==> src/rtl/combinator_pkg.sv <==
// Shared types and width helpers for the N-channel cross-fading combinator.
package combinator_pkg;

    typedef enum logic {
        STEADY = 1'b0,
        FADE   = 1'b1
    } comb_state_t;

    localparam int MAX_CH = 16;

    // alpha spans 0..steps inclusive, so it needs one bit beyond log2(steps)
    function automatic int alpha_w(input int steps);
        return $clog2(steps) + 1;
    endfunction

    function automatic int ch_w(input int n_ch);
        return $clog2((n_ch > MAX_CH) ? MAX_CH : n_ch);
    endfunction

endpackage

==> src/rtl/crossfade_sequencer.sv <==
// Fade control: tracks source/target channels, the fade weight alpha and a
// depth-one queue of select changes that arrive while a fade is running.
module crossfade_sequencer
    import combinator_pkg::*;
#(
    parameter  int N_CH        = 4,
    parameter  int ALPHA_STEPS = 16,
    localparam int CH_W        = ch_w(N_CH),
    localparam int AW          = alpha_w(ALPHA_STEPS)
) (
    input  logic            clk,
    input  logic            reset,
    input  logic            enable_3M,
    input  logic [CH_W-1:0] select,
    output logic [CH_W-1:0] cur_ch,
    output logic [CH_W-1:0] tgt_ch,
    output logic [AW-1:0]   alpha,
    output logic            fade_busy
);

    comb_state_t     state, state_n;
    logic [CH_W-1:0] cur_n, tgt_n, pend_ch, pend_n;
    logic [AW-1:0]   alpha_n;
    logic            pend_valid, pv_n;
    logic            sel_ok;

    assign sel_ok = (32'(select) < 32'(N_CH));

    always_comb begin
        state_n = state;
        cur_n   = cur_ch;
        tgt_n   = tgt_ch;
        alpha_n = alpha;
        pv_n    = pend_valid;
        pend_n  = pend_ch;
        case (state)
            STEADY: begin
                if (sel_ok && (select != cur_ch)) begin
                    tgt_n   = select;
                    alpha_n = '0;
                    state_n = FADE;
                end
            end
            FADE: begin
                // Queue update first so a change on the final strobe is seen below
                if (sel_ok && (select != tgt_ch)) begin
                    pv_n   = 1'b1;
                    pend_n = select;
                end else if (select == tgt_ch) begin
                    pv_n = 1'b0;
                end
                if (enable_3M) begin
                    if (alpha < AW'(ALPHA_STEPS)) begin
                        alpha_n = alpha + AW'(1);
                    end else begin
                        cur_n   = tgt_ch;
                        alpha_n = '0;
                        if (pv_n && (pend_n != tgt_ch)) begin
                            tgt_n = pend_n;
                        end else begin
                            state_n = STEADY;
                        end
                        pv_n = 1'b0;
                    end
                end
            end
            default: state_n = STEADY;
        endcase
    end

    always_ff @(posedge clk or negedge reset) begin
        if (!reset) begin
            state      <= STEADY;
            cur_ch     <= '0;
            tgt_ch     <= '0;
            alpha      <= '0;
            pend_valid <= 1'b0;
            pend_ch    <= '0;
            fade_busy  <= 1'b0;
        end else begin
            state      <= state_n;
            cur_ch     <= cur_n;
            tgt_ch     <= tgt_n;
            alpha      <= alpha_n;
            pend_valid <= pv_n;
            pend_ch    <= pend_n;
            fade_busy  <= (state_n == FADE) | pv_n;
        end
    end

endmodule

==> src/rtl/multi_channel_combinator.sv <==
// N-channel combinator: channel muxes plus a two-stage weighted-sum pipeline
// that cross-fades linearly between the source and target channel.
module multi_channel_combinator
    import combinator_pkg::*;
#(
    parameter  int N_CH        = 4,
    parameter  int DATA_W      = 11,
    parameter  int ALPHA_STEPS = 16,
    localparam int FRAC_W      = $clog2(ALPHA_STEPS),
    localparam int CH_W        = ch_w(N_CH)
) (
    input  logic                   clk,
    input  logic                   reset,
    input  logic                   enable_3M,
    input  logic [CH_W-1:0]        select,
    input  logic [N_CH*DATA_W-1:0] data_in,
    output logic [DATA_W-1:0]      data_output,
    output logic                   data_valid,
    output logic                   fade_busy,
    output logic [CH_W-1:0]        active_ch
);

    localparam int AW    = alpha_w(ALPHA_STEPS);
    localparam int SUM_W = DATA_W + FRAC_W;

    function automatic logic [DATA_W-1:0] trunc_frac(input logic [SUM_W-1:0] s);
        return DATA_W'(s >> FRAC_W);
    endfunction

    logic [CH_W-1:0]   cur_ch, tgt_ch;
    logic [AW-1:0]     alpha, weight_a;
    logic [DATA_W-1:0] ch_samp [N_CH];
    logic [DATA_W-1:0] samp_a, samp_b;
    logic [SUM_W-1:0]  prod_a_p1, prod_b_p1;
    logic              vld_p1;

    crossfade_sequencer #(
        .N_CH        (N_CH),
        .ALPHA_STEPS (ALPHA_STEPS)
    ) u_seq (
        .clk       (clk),
        .reset     (reset),
        .enable_3M (enable_3M),
        .select    (select),
        .cur_ch    (cur_ch),
        .tgt_ch    (tgt_ch),
        .alpha     (alpha),
        .fade_busy (fade_busy)
    );

    for (genvar k = 0; k < N_CH; k++) begin : g_ch
        assign ch_samp[k] = data_in[k*DATA_W +: DATA_W];
    end

    assign samp_a    = ch_samp[cur_ch];
    assign samp_b    = ch_samp[tgt_ch];
    assign weight_a  = AW'(ALPHA_STEPS) - alpha;
    assign active_ch = cur_ch;

    // Stage 1: weighted products, captured on the sample strobe
    always_ff @(posedge clk) begin
        if (enable_3M) begin
            prod_a_p1 <= SUM_W'(weight_a) * SUM_W'(samp_a);
            prod_b_p1 <= SUM_W'(alpha) * SUM_W'(samp_b);
        end
    end

    // Stage 2: sum and drop the fractional bits
    always_ff @(posedge clk or negedge reset) begin
        if (!reset) begin
            vld_p1      <= 1'b0;
            data_valid  <= 1'b0;
            data_output <= '0;
        end else begin
            vld_p1     <= enable_3M;
            data_valid <= vld_p1;
            if (vld_p1) begin
                data_output <= trunc_frac(prod_a_p1 + prod_b_p1);
            end
        end
    end

endmodule

==> config.mk <==
export PLATFORM = sky130hd
export DESIGN_NAME = multi_channel_combinator
export DESIGN_NICKNAME = d
export VERILOG_FILES = /design/src/rtl/combinator_pkg.sv /design/src/rtl/crossfade_sequencer.sv /design/src/rtl/multi_channel_combinator.sv
export SDC_FILE = /design/constraint.sdc
export NUM_CORES = 1
export LEC_CHECK = 0
export ABC_AREA = 1
export CAP_MARGIN = 20
export CORE_ASPECT_RATIO = 1.2
export CORE_MARGIN = 3
export CORE_UTILIZATION = 40
export CTS_CLUSTER_SIZE = 16
export DETAILED_ROUTE_END_ITERATION = 16
export HOLD_SLACK_MARGIN = 0.15
export PLACE_DENSITY = 0.61
export SYNTH_ARGS = -nofsm -noshare
export SYNTH_HDL_FRONTEND = slang
export SYNTH_SLANG_ARGS = --single-unit
export TNS_END_PERCENT = 30
==> constraint.sdc <==
create_clock -name clk -period 5.6 [get_ports clk]
set_input_delay 1.4 -clock clk [delete_from_list [all_inputs] [get_ports clk]]
set_output_delay 1.4 -clock clk [all_outputs]
set_load 0.05 [all_outputs]
Word-level counts from Yosys, hierarchy flattened
Cells that the tools add are included.

word-level totals
  logic and storage cells = 65
  bits in registers = 57
  bits of input ports = 49
  output and inout port bits = 15

operators by class
  eq/ne operators = 8
  $lt $le $gt $ge = 3
  multiply operators = 2
  muxes and demuxes = 28
  add/sub/neg operators = 3
  bitwise gates (word level) = 5
  reduce and logical (&&, ||, !) cells = 4

operators by type and width
  cell                 number
  $bmux 11 s2          2
  $mux 11              4
  $mul 5x11->15        2
  $add 15x15->15       1
  $mux 5               3
  $mux 2               6
  $mux 1               10
  $pmux 5 s2           1
  $ge 3x3->1 const B   2
  $ne 2x2->1           3
  $ne 2x2->1 const B   3
  $not 2->3            2
  $add 5x1->5 const B  1
  $lt 5x5->1 const B   1
  $sub 5x5->5 const A  1
  $pmux 2 s2           1
  $reduce_and 4->1     1
  $reduce_and 3->1     1
  $eq 2x2->1           1
  $ne 2x1->1 const B   1
  $not 1->1            2
  $pmux 1 s2           1
  $reduce_and 2->1     1
  $logic_and 1x1->1    1
  $or 1x1->1           1

Depth between registers and ports, before layout
  word-level depth = 10
  mapped depth = 22
  depth with buffers taken out = 21

Cells and area by module
From an unflattened synthesis, not the netlist that was laid out.

second synthesis, totals
  cells, all modules = 1000
  area total of the unflattened synthesis = 7014.2 µm²

by module, submodules not included
  module                    seq. area each (µm²)  instances  area an instance (µm²)  cells each
  multi_channel_combinator  1226.2                1          6226.0                  900
  crossfade_sequencer       350.3                 1          788.3                   100

Least setup slack after synthesis
Ideal clock, no wire load.

  kind = input -> register
  from = input port data_in[13]
  to = register prod_b_p1[11] (data pin)
  data arrival time = 4.319 ns
  slack = 1.029 ns
  required time = 5.348 ns
  path buffers = 0
  cell stages on the path = 17
  library setup time = 0.252 ns
  path through = nand2_1 > nand3_1 > nand2_1 > nor2_1 > fa_1 > fa_1 > inv_1 > fa_1 > inv_1 > ha_1 > inv_2 > o21ai_1 > nand3_1 > nand3_1 > nand3_1 > nand3_1 > nand2_1

on the way
  word-level cells in the longest chain between the ends = 4

RTL lines
  element                                      RTL line                        text
  from (decl)                                  multi_channel_combinator.sv:16  input logic [N_CH*DATA_W-1:0] data_in,
  $bmux 11 s2                                  multi_channel_combinator.sv:56  assign samp_b = ch_samp[tgt_ch];
  $mux 11 (implied by the code) (2 in series)  multi_channel_combinator.sv:56
  $mul 5x11->15                                multi_channel_combinator.sv:64  prod_b_p1 <= SUM_W'(alpha) * SUM_W'(samp_b);
  to (signal assigned)                         multi_channel_combinator.sv:64
  to (decl)                                    multi_channel_combinator.sv:34  logic [SUM_W-1:0] prod_a_p1, prod_b_p1;

No other way between the ends. The select of a mux whose other input is x is not followed.
A chain may end at the register's enable or synchronous reset.

Final worst setup path
  from = input port data_in[17]
  to = register prod_b_p1[14] (data pin)

The elaborated chain is that of the path after synthesis.

==> qor.log <==
qor: outcome.status complete, no violations
qor: synthesis.netlist.area_leader.share 0.177
qor: clock_network.ctsHtreeMaxLevel 3
qor: synthesis.netlist_top_cells_area sky130_fd_sc_hd__nand2_1 18%, sky130_fd_sc_hd__fa_1 15%, sky130_fd_sc_hd__edfxtp_1 13%
qor: synthesis.synth-xor-area-share 0.0342
qor: clock_network.cts_hold_repair.buffers 0
qor: synthesis.synthesized_area_fraction_occupied_by_ao_oa_aoi_and_oai_cells 0.0451
qor: sta.setup_viol 0
qor: sta.rsz0062_at_grt false
qor: clock_network.maximum_clock_insertion_buffer_count 2
qor: global_route.grt_max_degree 34
qor: floorplan.coreArea 0.0169 mm^2
qor: critical_path.start_kind input pin
qor: clock_network.clockRootBuffer sky130_fd_sc_hd__clkbuf_16
qor: synthesis.synthSimpleGateAreaFrac 0.313
qor: sta.final_max_slew_viol_count 0
qor: synthesis.synth-seq-area-share 0.228
qor: sta.timing.final.hold_violations 0
qor: synthesis.yosysWarningCount 0
qor: sta.tns 0 ns
qor: floorplan.top_level_ports 64
qor: floorplan.initial_utilization 0.408
qor: layout.antenna-diode-count 0
qor: sta.finalCritPeriodShare 0.892
qor: synthesis.synth_most_common_cell sky130_fd_sc_hd__nand2_1
qor: critical_path.worstPathArrival 5.08 ns
qor: critical_path.worstPathCellList clkdlybuf4s50_1 > nand2_1 > nand3_1 > nand2_1 > nor2_1 > fa_1 > fa_1 > inv_1 > fa_1 > inv_1 > ha_1 > nand2_1 > nor3_1 > nand2_1 > nand3_2 > nand2_1 > nand2_1 > inv_1 > nand2_1 > nand2_1
qor: critical_path.critPathMaxStageDelay 0.55 ns
qor: clock_network.cts_made_buffers 9
qor: sta.max_slew.worst_pin.slew 0.555 ns
qor: synthesis.synth_cells 988
qor: floorplan.fp.dieArea 0.0189 mm^2
qor: sta.fin_worst_skew 0.0118 ns
qor: critical_path.crit_buf_inv 4
qor: synthesis.multiplexer_share_of_the_synthesized_area 0
qor: sta.max-slew-margin-rel 0.630
qor: clock_network.clk_transition_reported_paths 0.05 ns
qor: critical_path.critical_path_required 5.68 ns
qor: global_route.globalRouteTotalUtil 0.188
qor: clock_network.cts.repair.resized 0
qor: critical_path.worst-path-max-fanout 5
qor: clock_network.cts_sinks 57
qor: global_route.number_of_global_route_vias_before_repair 6123
qor: synthesis.syn_nets 1151
qor: drt.drt_iter0_markers 287
qor: global_route.grt_first_pass_wirelength 28700 um
qor: drt.drc 0
qor: drt.vias_per_cell 4.82
qor: sta.max_clock_freq 200 MHz
qor: clock_network.cts_post_setup_buffers_inserted 0
qor: critical_path.worst_path_dominant_cell_family adder cells
qor: synthesis.post_synth_instance_area 0.00691 mm^2
qor: placement.gp_congestion 0.894
qor: layout.layout-drive-gt1-share 0.0342
qor: synthesis.synthFlopType sky130_fd_sc_hd__edfxtp_1
qor: drt.dr_total_vias 6120
qor: layout.finish.net_count 1211
qor: floorplan.die_w 126 um
qor: clock_network.clock_latency_at_the_later_pin_of_the_worst_skew_pair 0.33 ns
qor: run.max_cap_violations 0
qor: layout.areaGrowthSynthToFinish 17.1%
qor: drt.wl_per_cell 13.2 um
qor: global_route.gr-total-overflow 0
qor: synthesis.synthAdderAreaFrac 0.263
qor: global_route.antenna_violations_before_repair 1
qor: drt.route.antenna.remaining_nets 0
qor: worst_hold_path.holdCritPathClass flip-flop to flip-flop
qor: synthesis.post_synth_cell_types 36
qor: floorplan.floorplan_die_height 150 um
qor: clock_network.tritoncts done
qor: critical_path.critical_path_class input pin to flip-flop
qor: synthesis.main_combinational_cell_family_by_area_after_synthesis simple AND/OR/NAND/NOR gates
qor: floorplan.placementRows 52
qor: critical_path.cp-end-kind flip-flop
qor: synthesis.asyncSetResetFlopFracSynth 0.474
qor: drt.detail_route.wirelength 16700 um
qor: critical_path.slowest_stage sky130_fd_sc_hd__fa_1
qor: synthesis.synth_enable_flop_cells 30
qor: critical_path.worst_path_most_repeated_cell sky130_fd_sc_hd__nand2_1
qor: sta.period_minus_slack 4.99 ns
qor: synthesis.synth.ff_latch_count 57
qor: placement.portBuffers 63
qor: drt.number_of_detailed_route_iterations_in_the_first_pass 5
qor: synthesis.synth_area_leader_cell sky130_fd_sc_hd__nand2_1
qor: synthesis.syn-mean-instance-area 6.99 um^2
qor: synthesis.synthTopCellsByCount 326 x sky130_fd_sc_hd__nand2_1, 167 x sky130_fd_sc_hd__inv_1, 95 x sky130_fd_sc_hd__nand3_1
qor: placement.half_perimeter_wire_length_after_placement 14000 um
## state kept, by name (all words and copies together) (netlist names)
name	count
data_valid	1
u_seq.pend_ch	2
data_output	11
prod_b_p1	15
prod_a_p1	15
u_seq.alpha	5
u_seq.state	1
vld_p1	1
u_seq.cur_ch	2
u_seq.pend_valid	1
u_seq.tgt_ch	2
u_seq.fade_busy	1
## metrics by stage
step | area, um^2 | std cells | setup WS, ns | hold WS (ns) | utilization
floorplan | 6910 | 988 | 1.03 | 0.372 | -
global placement | 7750 | 1253 | 0.285 | 0.461 | 0.458
detailed placement | 7750 | 1253 | 0.253 | 0.465 | 0.458
CTS | 8090 | 1269 | 0.611 | 0.480 | 0.478
global route | 8090 | 1269 | 0.319 | 0.501 | 0.478
finish | 8090 | 1269 | 0.606 | 0.473 | 0.478
## tightest hold or removal path, cell delays in order (launching register included)
cell	delay, ns
sky130_fd_sc_hd__dfrtp_1	0.34
sky130_fd_sc_hd__nand2_1	0.05
sky130_fd_sc_hd__nand2_1	0.05
## cells by family (layout without fill, tap and decap cells)
logic type               count (synthesis)  in the layout
AO/OA/AOI/OAI                           57             57
XOR/XNOR                                27             27
adder cells (fa/ha/maj)                114            114
buffers and inverters                  202            267
flip-flops                              57             57
AND/OR/NAND/NOR                        531            531
## final timing paths
check	from	endpoint	slack [ns]	depth (start not counted)
setup / recovery	data_in[17]	prod_b_p1[14]	0.61	20
hold / removal	data_output[1]	data_output[1]	0.47	2
setup reg to reg	u_seq.alpha[1]	prod_a_p1[14]	1.03	21
hold reg to reg	data_output[1]	data_output[1]	0.47	2
max in group asynchronous	reset	u_seq.cur_ch[1]	3.86	2
min in group asynchronous	reset	data_output[3]	1.46	2
## area by class of cell
type / instances / area, um^2
Clock buffer: 10 / 229
Inverter: 178 / 673
Tap cell: 216 / 270
Multi-Input combinational cell: 729 / 4530
Clock inverter: 6 / 106
Fill cell: 1740 / 8830
Timing Repair Buffer: 73 / 706
Sequential cell: 57 / 1580
## cell usage in the layout, fill, tap and decap left out, types with 2 or more instances in the layout
cell type and count:
sky130_fd_sc_hd__nand3_1 95, sky130_fd_sc_hd__nand2_1 326, sky130_fd_sc_hd__inv_2 7, sky130_fd_sc_hd__dfrtp_1 27
sky130_fd_sc_hd__nor3_1 3, sky130_fd_sc_hd__xnor2_1 10, sky130_fd_sc_hd__o21a_1 3, sky130_fd_sc_hd__fa_1 52
sky130_fd_sc_hd__nor2_1 93, sky130_fd_sc_hd__clkbuf_16 9, sky130_fd_sc_hd__buf_4 10, sky130_fd_sc_hd__nand3b_1 3
sky130_fd_sc_hd__clkinv_1 3, sky130_fd_sc_hd__xor2_1 17, sky130_fd_sc_hd__nand4_1 5, sky130_fd_sc_hd__o21bai_1 2
sky130_fd_sc_hd__ha_1 62, sky130_fd_sc_hd__bufinv_16 3, sky130_fd_sc_hd__edfxtp_1 30, sky130_fd_sc_hd__o21ai_1 4
sky130_fd_sc_hd__clkdlybuf4s50_1 63, sky130_fd_sc_hd__o21ai_0 16, sky130_fd_sc_hd__inv_4 2, sky130_fd_sc_hd__o22ai_1 3
sky130_fd_sc_hd__a21oi_1 25, sky130_fd_sc_hd__inv_1 167
## layer usage
| layer | vias up | GRT usage | part of all wire |
|---|---|---|---|
| li1 | 3174 | - | - |
| met1 | 2770 | 0.222 | 0.43 |
| met2 | 138 | 0.335 | 0.49 |
| met3 | 36 | 0.0393 | 0.049 |
| met4 | 2 | 0.0730 | 0.032 |
| met5 | - | 0 | 0.00078 |
Power is not shown: default switching activity piles up to over one toggle a cycle in this logic, so the estimate is an artifact.
